[src/rtl/ready_run_controller.sv]
// Launches one timed run per fresh rise of the Start detector's READY level.
// Each run ends in done or abort and is followed by a fixed cool-down lockout.
module ready_run_controller #(
  parameter int RUN_CYCLES  = 16,
  parameter int COOL_CYCLES = 8,
  parameter int CNT_W       = 8
) (
  input  logic             clock,
  input  logic             reset,
  input  logic             detector_out,
  input  logic             enable,
  input  logic             count_clr,
  output logic             run_active,
  output logic             done_pulse,
  output logic             abort_pulse,
  output logic [CNT_W-1:0] run_count,
  output logic [1:0]       state_dbg
);

  localparam int MAX_CYC = (RUN_CYCLES > COOL_CYCLES) ? RUN_CYCLES : COOL_CYCLES;
  localparam int TMR_W   = $clog2(MAX_CYC + 1);

  localparam logic [TMR_W-1:0] RUN_LOAD  = TMR_W'(RUN_CYCLES - 1);
  localparam logic [TMR_W-1:0] COOL_LOAD = TMR_W'(COOL_CYCLES - 1);
  localparam logic [TMR_W-1:0] TMR_ONE   = TMR_W'(1);
  localparam logic [CNT_W-1:0] CNT_ONE   = CNT_W'(1);

  typedef enum logic [1:0] {
    ST_IDLE = 2'b00,
    ST_RUN  = 2'b01,
    ST_COOL = 2'b10,
    ST_BAD  = 2'b11
  } state_t;

  state_t           state_q, state_d;
  logic [TMR_W-1:0] timer_q, timer_d;
  logic             det_q;
  logic             rise;
  logic             done_d, abort_d, count_inc;

  // det_q resets high so a level already present at reset release is not a rise.
  assign rise = detector_out & ~det_q;

  always_ff @(posedge clock or posedge reset) begin
    if (reset) begin
      state_q     <= ST_IDLE;
      timer_q     <= '0;
      det_q       <= 1'b1;
      done_pulse  <= 1'b0;
      abort_pulse <= 1'b0;
    end else begin
      state_q     <= state_d;
      timer_q     <= timer_d;
      det_q       <= detector_out;
      done_pulse  <= done_d;
      abort_pulse <= abort_d;
    end
  end

  always_comb begin
    state_d   = state_q;
    timer_d   = timer_q;
    done_d    = 1'b0;
    abort_d   = 1'b0;
    count_inc = 1'b0;
    case (state_q)
      ST_IDLE: begin
        if (enable && rise) begin
          state_d = ST_RUN;
          timer_d = RUN_LOAD;
        end
      end
      ST_RUN: begin
        // Abort is tested first so it wins over a completion on the same edge.
        if (!detector_out || !enable) begin
          state_d = ST_COOL;
          abort_d = 1'b1;
          timer_d = COOL_LOAD;
        end else if (timer_q == '0) begin
          state_d   = ST_COOL;
          done_d    = 1'b1;
          count_inc = 1'b1;
          timer_d   = COOL_LOAD;
        end else begin
          timer_d = timer_q - TMR_ONE;
        end
      end
      ST_COOL: begin
        if (timer_q == '0) begin
          state_d = ST_IDLE;
        end else begin
          timer_d = timer_q - TMR_ONE;
        end
      end
      default: begin
        state_d = ST_IDLE;
        timer_d = '0;
      end
    endcase
  end

  always_ff @(posedge clock or posedge reset) begin
    if (reset) begin
      run_count <= '0;
    end else if (count_clr) begin
      run_count <= '0;
    end else if (count_inc && (run_count != '1)) begin
      run_count <= run_count + CNT_ONE;
    end
  end

  assign run_active = (state_q == ST_RUN);
  assign state_dbg  = state_q;

endmodule

[config.mk]
export PLATFORM = sky130hd
export DESIGN_NAME = ready_run_controller
export DESIGN_NICKNAME = d
export VERILOG_FILES = /design/src/rtl/ready_run_controller.sv
export SDC_FILE = /design/constraint.sdc
export NUM_CORES = 1
export LEC_CHECK = 0
export ABC_AREA = 0
export CAP_MARGIN = 20
export CORE_AREA = 2 2 47 49
export CTS_CLUSTER_SIZE = 16
export DETAILED_ROUTE_END_ITERATION = 7
export DIE_AREA = 0 0 49 51
export GPL_ROUTABILITY_DRIVEN = 0
export GPL_TIMING_DRIVEN = 0
export PLACE_DENSITY = 0.8
export SLEW_MARGIN = 25
export SYNTH_ARGS = -nofsm -noshare
export SYNTH_HDL_FRONTEND = slang
export SYNTH_SLANG_ARGS = --single-unit
[constraint.sdc]
create_clock -name clock -period 2.4 [get_ports clock]
set_input_delay 0.72 -clock clock [delete_from_list [all_inputs] [get_ports clock]]
set_output_delay 0.72 -clock clock [all_outputs]
set_load 0.01 [all_outputs]
# ---- Yosys cells after proc, flatten, opt, wreduce, memory -nomap -nowiden
# Cells that the tools add are included.
dict set report totals {
  mem_count 0
  register_bits 18
  ramBits 0
  romBits 0
  inputBits 5
  out_inout_bits 13
  wordCells 44
  latch_bits 0
}
dict set report classes {
  n_shift 0
  div 0
  n_mux 17
  mul 0
  reduce_logical 10
  n_lt_le_gt_ge 0
  eq_ne 7
  n_addsub 2
  bitwise 2
}
# op n
set ops {}
lappend ops {{5-bit 2-to-1 mux} 4}
lappend ops {{8-bit 2-to-1 mux} 2}
lappend ops {{5-bit one-hot mux with 3 select lines} 1}
lappend ops {{8-bit by 1-bit adder with 8-bit output (second input constant)} 1}
lappend ops {{2-bit 2-to-1 mux} 4}
lappend ops {{8-bit inequality test (second input constant)} 1}
lappend ops {{2-bit inequality test (second input constant)} 3}
lappend ops {{2-bit one-hot mux with 3 select lines} 1}
lappend ops {{5-bit zero test} 1}
lappend ops {{1-bit 2-to-1 mux} 5}
lappend ops {{5-bit by 1-bit subtractor with 5-bit output (second input constant)} 1}
lappend ops {{3-bit by 1-bit inequality test with 1-bit output (second input constant)} 1}
lappend ops {{3-bit AND reduction} 1}
lappend ops {{2-bit by 1-bit == test with 1-bit output (second input constant)} 1}
lappend ops {{2-bit == test (second input constant)} 1}
lappend ops {{1-bit logical AND} 2}
lappend ops {{1-bit zero test} 2}
lappend ops {{2-bit zero test} 1}
lappend ops {{2-bit AND reduction} 1}
lappend ops {{2-bit nonzero test} 1}
lappend ops {{1-bit bitwise AND} 1}
lappend ops {{1-bit logical OR} 1}
lappend ops {{1-bit NOT} 1}

# ---- Longest topological paths before layout
dict set report depth {
  ltp_word 7
  mapped_depth 6
}

# ---- Worst setup path before layout
# OpenSTA, ideal clock, no wires.
dict set report synth_path {
  path_type {flip-flop to flip-flop}
  from {reg timer_q[0]}
  to {reg run_count[4]}
  period_less_slack_ns 1.782
  path_stages_with_launch 7
  required_ns 2.322
  slack_ns 0.618
  setup_ns 0.078
  arrival_time_ns 1.705
  path_buffers 0
  path_cell_list {dfrtp_1 -> inv_1 -> ha_1 -> nor4b_4 -> o211ai_1 -> or3_1 -> a21oi_1}
}
dict set report synth_via {
  elab_chain_len 6
}
# item line_no
set synth_rtl {}
lappend synth_rtl {{start, declared} 36} ;# logic [TMR_W-1:0] timer_q, timer_d;
lappend synth_rtl {{start signal, assigned} 53} ;# timer_q <= timer_d;
lappend synth_rtl {{5-bit zero test} 79} ;# end else if (timer_q == '0) begin
lappend synth_rtl {{1-bit 2-to-1 mux} 79}
lappend synth_rtl {{1-bit 2-to-1 mux} 75} ;# if (!detector_out || !enable) begin
lappend synth_rtl {{1-bit 2-to-1 mux} 66} ;# case (state_q)
lappend synth_rtl {{1-bit logical AND} 107} ;# end else if (count_inc && (run_count != '1)) begin
lappend synth_rtl {{2-bit nonzero test (no line)} -}
lappend synth_rtl {{end signal, assigned} 108} ;# run_count <= run_count + CNT_ONE;
lappend synth_rtl {{end, declared} 16} ;# output logic [CNT_W-1:0] run_count,
# Every way passes these cells.
# A chain may end at the register's enable or synchronous reset.

# ---- Worst setup path after layout
dict set report layout_path {
  from {reg state_q[1], in the netlist state_dbg[1]}
  to {out run_active}
}
dict set report layout_via {
  elab_chain_len 1
}
# item line_no
set layout_rtl {}
lappend layout_rtl {{start, declared} 35} ;# state_t state_q, state_d;
lappend layout_rtl {{start signal, assigned} 52} ;# state_q <= state_d;
lappend layout_rtl {{2-bit by 1-bit == test with 1-bit output} 112} ;# assign run_active = (state_q == ST_RUN);
lappend layout_rtl {{end, declared} 13} ;# output logic run_active,
# Every way passes these cells.

==> flow_summary.json <==
{
  "status": "finished, final reports clean",
  "first_pass_iters": 4,
  "p_per_area_nw_per_um2": 755,
  "drtIter0Drc": 17,
  "yosys-top-cells-area": "dfrtp_1, a21oi_1, nor2_1",
  "clk_pin_slew_ps": 110,
  "syn_inst": 99,
  "cp_top_family": "buffers and inverters",
  "cts.sinks": 18,
  "num_rows": 17,
  "rr_endpoint": "run_count[4]",
  "ys_seq_area_share_pct": 47.1,
  "hold_path_depth": 2,
  "max_freq_mhz": 437,
  "hp-class": "flip-flop to flip-flop",
  "syn_to_final_growth_pct": 24.1,
  "slew_violations": 0,
  "post_cts_buffers": 0,
  "fin_cells": 147,
  "routedWlPerCell_um": 13.9,
  "reg2reg_slack_ps": 350,
  "dp_hpwl_um": 1470,
  "crit_fanout": 5,
  "die_area_um2": 2500,
  "viasPerCell": 5.76,
  "fin_crit_ps": 2290,
  "ys_ff_latch": 18,
  "p_leak_nw": 0.500,
  "first_global_vias": 816,
  "rsz0062_at_grt": "no",
  "drc": 0,
  "io_pins": 18,
  "start_util_pct": 46.5,
  "grt_max_degree": 19,
  "worst_setup_path_end_kind": "output port",
  "whs_endpoint": "timer_q[1]",
  "via_count": 846,
  "ir_drop_mv": 0.414,
  "cts_resized": 0,
  "crit_buf_inv": 2,
  "synth.distinct_cells": 37,
  "hold_viol": 0,
  "worst_slew_pin_slew_ps": 702,
  "synth_fp_nets": 106,
  "antenna_found_initial": 0,
  "cts_tree": "built",
  "grt_pass1_wl_um": 3460,
  "drtAntennaViolNets": 0,
  "die_x_um": 49,
  "max_stage_delay_ps": 530,
  "antenna_cells": 0,
  "synth_area_per_cell_um2": 9.69,
  "routed_wirelength_um": 2050,
  "crit_chain": "nand2b_1, inv_1, clkdlybuf4s50_1",
  "finalCritPeriodShare_pct": 95.3,
  "startpoint": "state_dbg[1]",
  "yosysTopAreaCellShare_pct": 44.3,
  "ys_warn_count": 0,
  "fill_cells": 195,
  "finalClockSkew_ps": 3.62,
  "synth_top_cell_by_area": "dfrtp_1",
  "r2r-start": "timer_q[0]",
  "drv_cap": 0,
  "critPathArrivalTime_ps": 1570,
  "relSlewSlack_pct": 53.1,
  "total_power_mw": 0.900,
  "mostFrequentLayoutCells": "dfrtp_1, clkdlybuf4s50_1, nor2_1, a21oi_1",
  "layout-drive-gt1-share_pct": 6.72,
  "clockBufferDepth": 2,
  "overflow": 0,
  "cts_buffers": 3,
  "final_common_cell": "dfrtp_1",
  "clk_latency_ps": 290,
  "crit_slowest_cell": "clkdlybuf4s50_1",
  "critical_path_class": "flip-flop to output port",
  "numPlacedInstances": 143,
  "finalSetupViolations": 0,
  "reg2reg_depth": 6,
  "gr-usage-all-layers_pct": 18.0,
  "synth_area_um2": 960,
  "fp.dieH_um": 51,
  "fp.coreArea_um2": 2060,
  "hp-start": "timer_q[1]",
  "start_kind": "flip-flop",
  "fin_nets": 127,
  "cts_hold_buf": 0,
  "portBuffers": 16,
  "clock-root-buffer": "clkbuf_4",
  "cts.htree.levels": 1,
  "cp_data_required_time_ps": 1680
}
==> worst max path at each step <==
stage / end / cells past startpoint
2_1_floorplan: run_count[4] / 6
3_3_place_gp: run_count[4] / 5
3_5_place_dp: run_count[4] / 5
4_1_cts: run_active / 3
5_1_grt: run_active / 3
6_report: run_active / 3
==> logic make-up after synthesis <==
kind of cell               synth area share [%]
buffers and inverters                      3.13
muxes                                      1.04
DFF                                        47.1
xor gates and xnor gates                   2.74
and+or+nand+nor                            23.6
AOI/OAI and AO/OA                          19.8
adders and majority gates                  2.61
==> layer usage <==
metal / GRT usage [%] / up-vias / share of wire [%]
met2: 31.5 / 30 / 48
met1: 21.4 / 404 / 46
li1: - / 408 / -
met3: 2.92 / 4 / 4.5
met4: 9.05 / 0 / 1.3
met5: 0 / - / 0
==> through the flow <==
step	TNS [ps]	hold slack [ps]	worst slack [ps]	instance area, um2	utilization [%]
after floorplan	0	517	618	960	-
after global placement	-117	547	-58.5	1150	56.0
after detailed placement	-249	558	-74.2	1150	56.0
after CTS	0	584	110	1190	57.7
after global routing	0	605	45.5	1190	57.7
final	0	585	113	1190	57.7
==> flip-flops by register name, summed over array words and instances, names as in the netlist <==
signal and cells:
run_count 8, abort_pulse 1, det_q 1, timer_q 5, state_dbg 2, done_pulse 1
==> synth_stat cells <==
library cell	number
a31oi_1	2
and3_1	1
o2111ai_1	1
nand3_1	2
or3_1	5
nand2b_1	1
and2_1	1
nor3_1	3
o221ai_1	1
o21ai_0	5
a41oi_1	1
o31ai_1	2
a21oi_1	9
nor3b_1	1
and4b_1	1
o221a_2	1
dfrtp_1	17
nand2_1	5
o211ai_1	1
or4b_1	1
nor2_1	10
inv_1	5
and3b_1	1
clkbuf_1	3
a41o_1	1
mux2i_1	1
a21o_1	1
xor2_1	3
nand4_1	1
ha_1	2
nor4b_4	1
o21a_1	2
nor2b_1	3
a32oi_1	1
o22ai_1	1
nor3_2	1
dfstp_2	1
==> report_power, final <==
| group | switching, mW | internal, mW |
|---|---|---|
| Combinational | 0.151 | 0.153 |
| Sequential | 0.0573 | 0.348 |
| Clock | 0.0982 | 0.0924 |
| Total | 0.306 | 0.593 |
==> area by class of cell <==
| cell class | instances | area, um2 | share of cell area (%) |
|---|---|---|---|
| buffer | 3 | 11.3 | 0.945 |
| inverter | 5 | 18.8 | 1.58 |
| timing repair buffer | 16 | 160 | 13.4 |
| sequential | 18 | 452 | 37.9 |
| clock buffer | 4 | 36.3 | 3.05 |
| tap | 28 | 35.0 | 2.94 |
| multi-input combinational | 73 | 478 | 40.1 |
==> worst min-delay path: cells and delay by family (launching register included) <==
family	cells	cell delay (ps)
flip-flops	1	400
AO/OA/AOI/OAI	2	150
No activity file was read; power rests on OpenSTA's default activity.
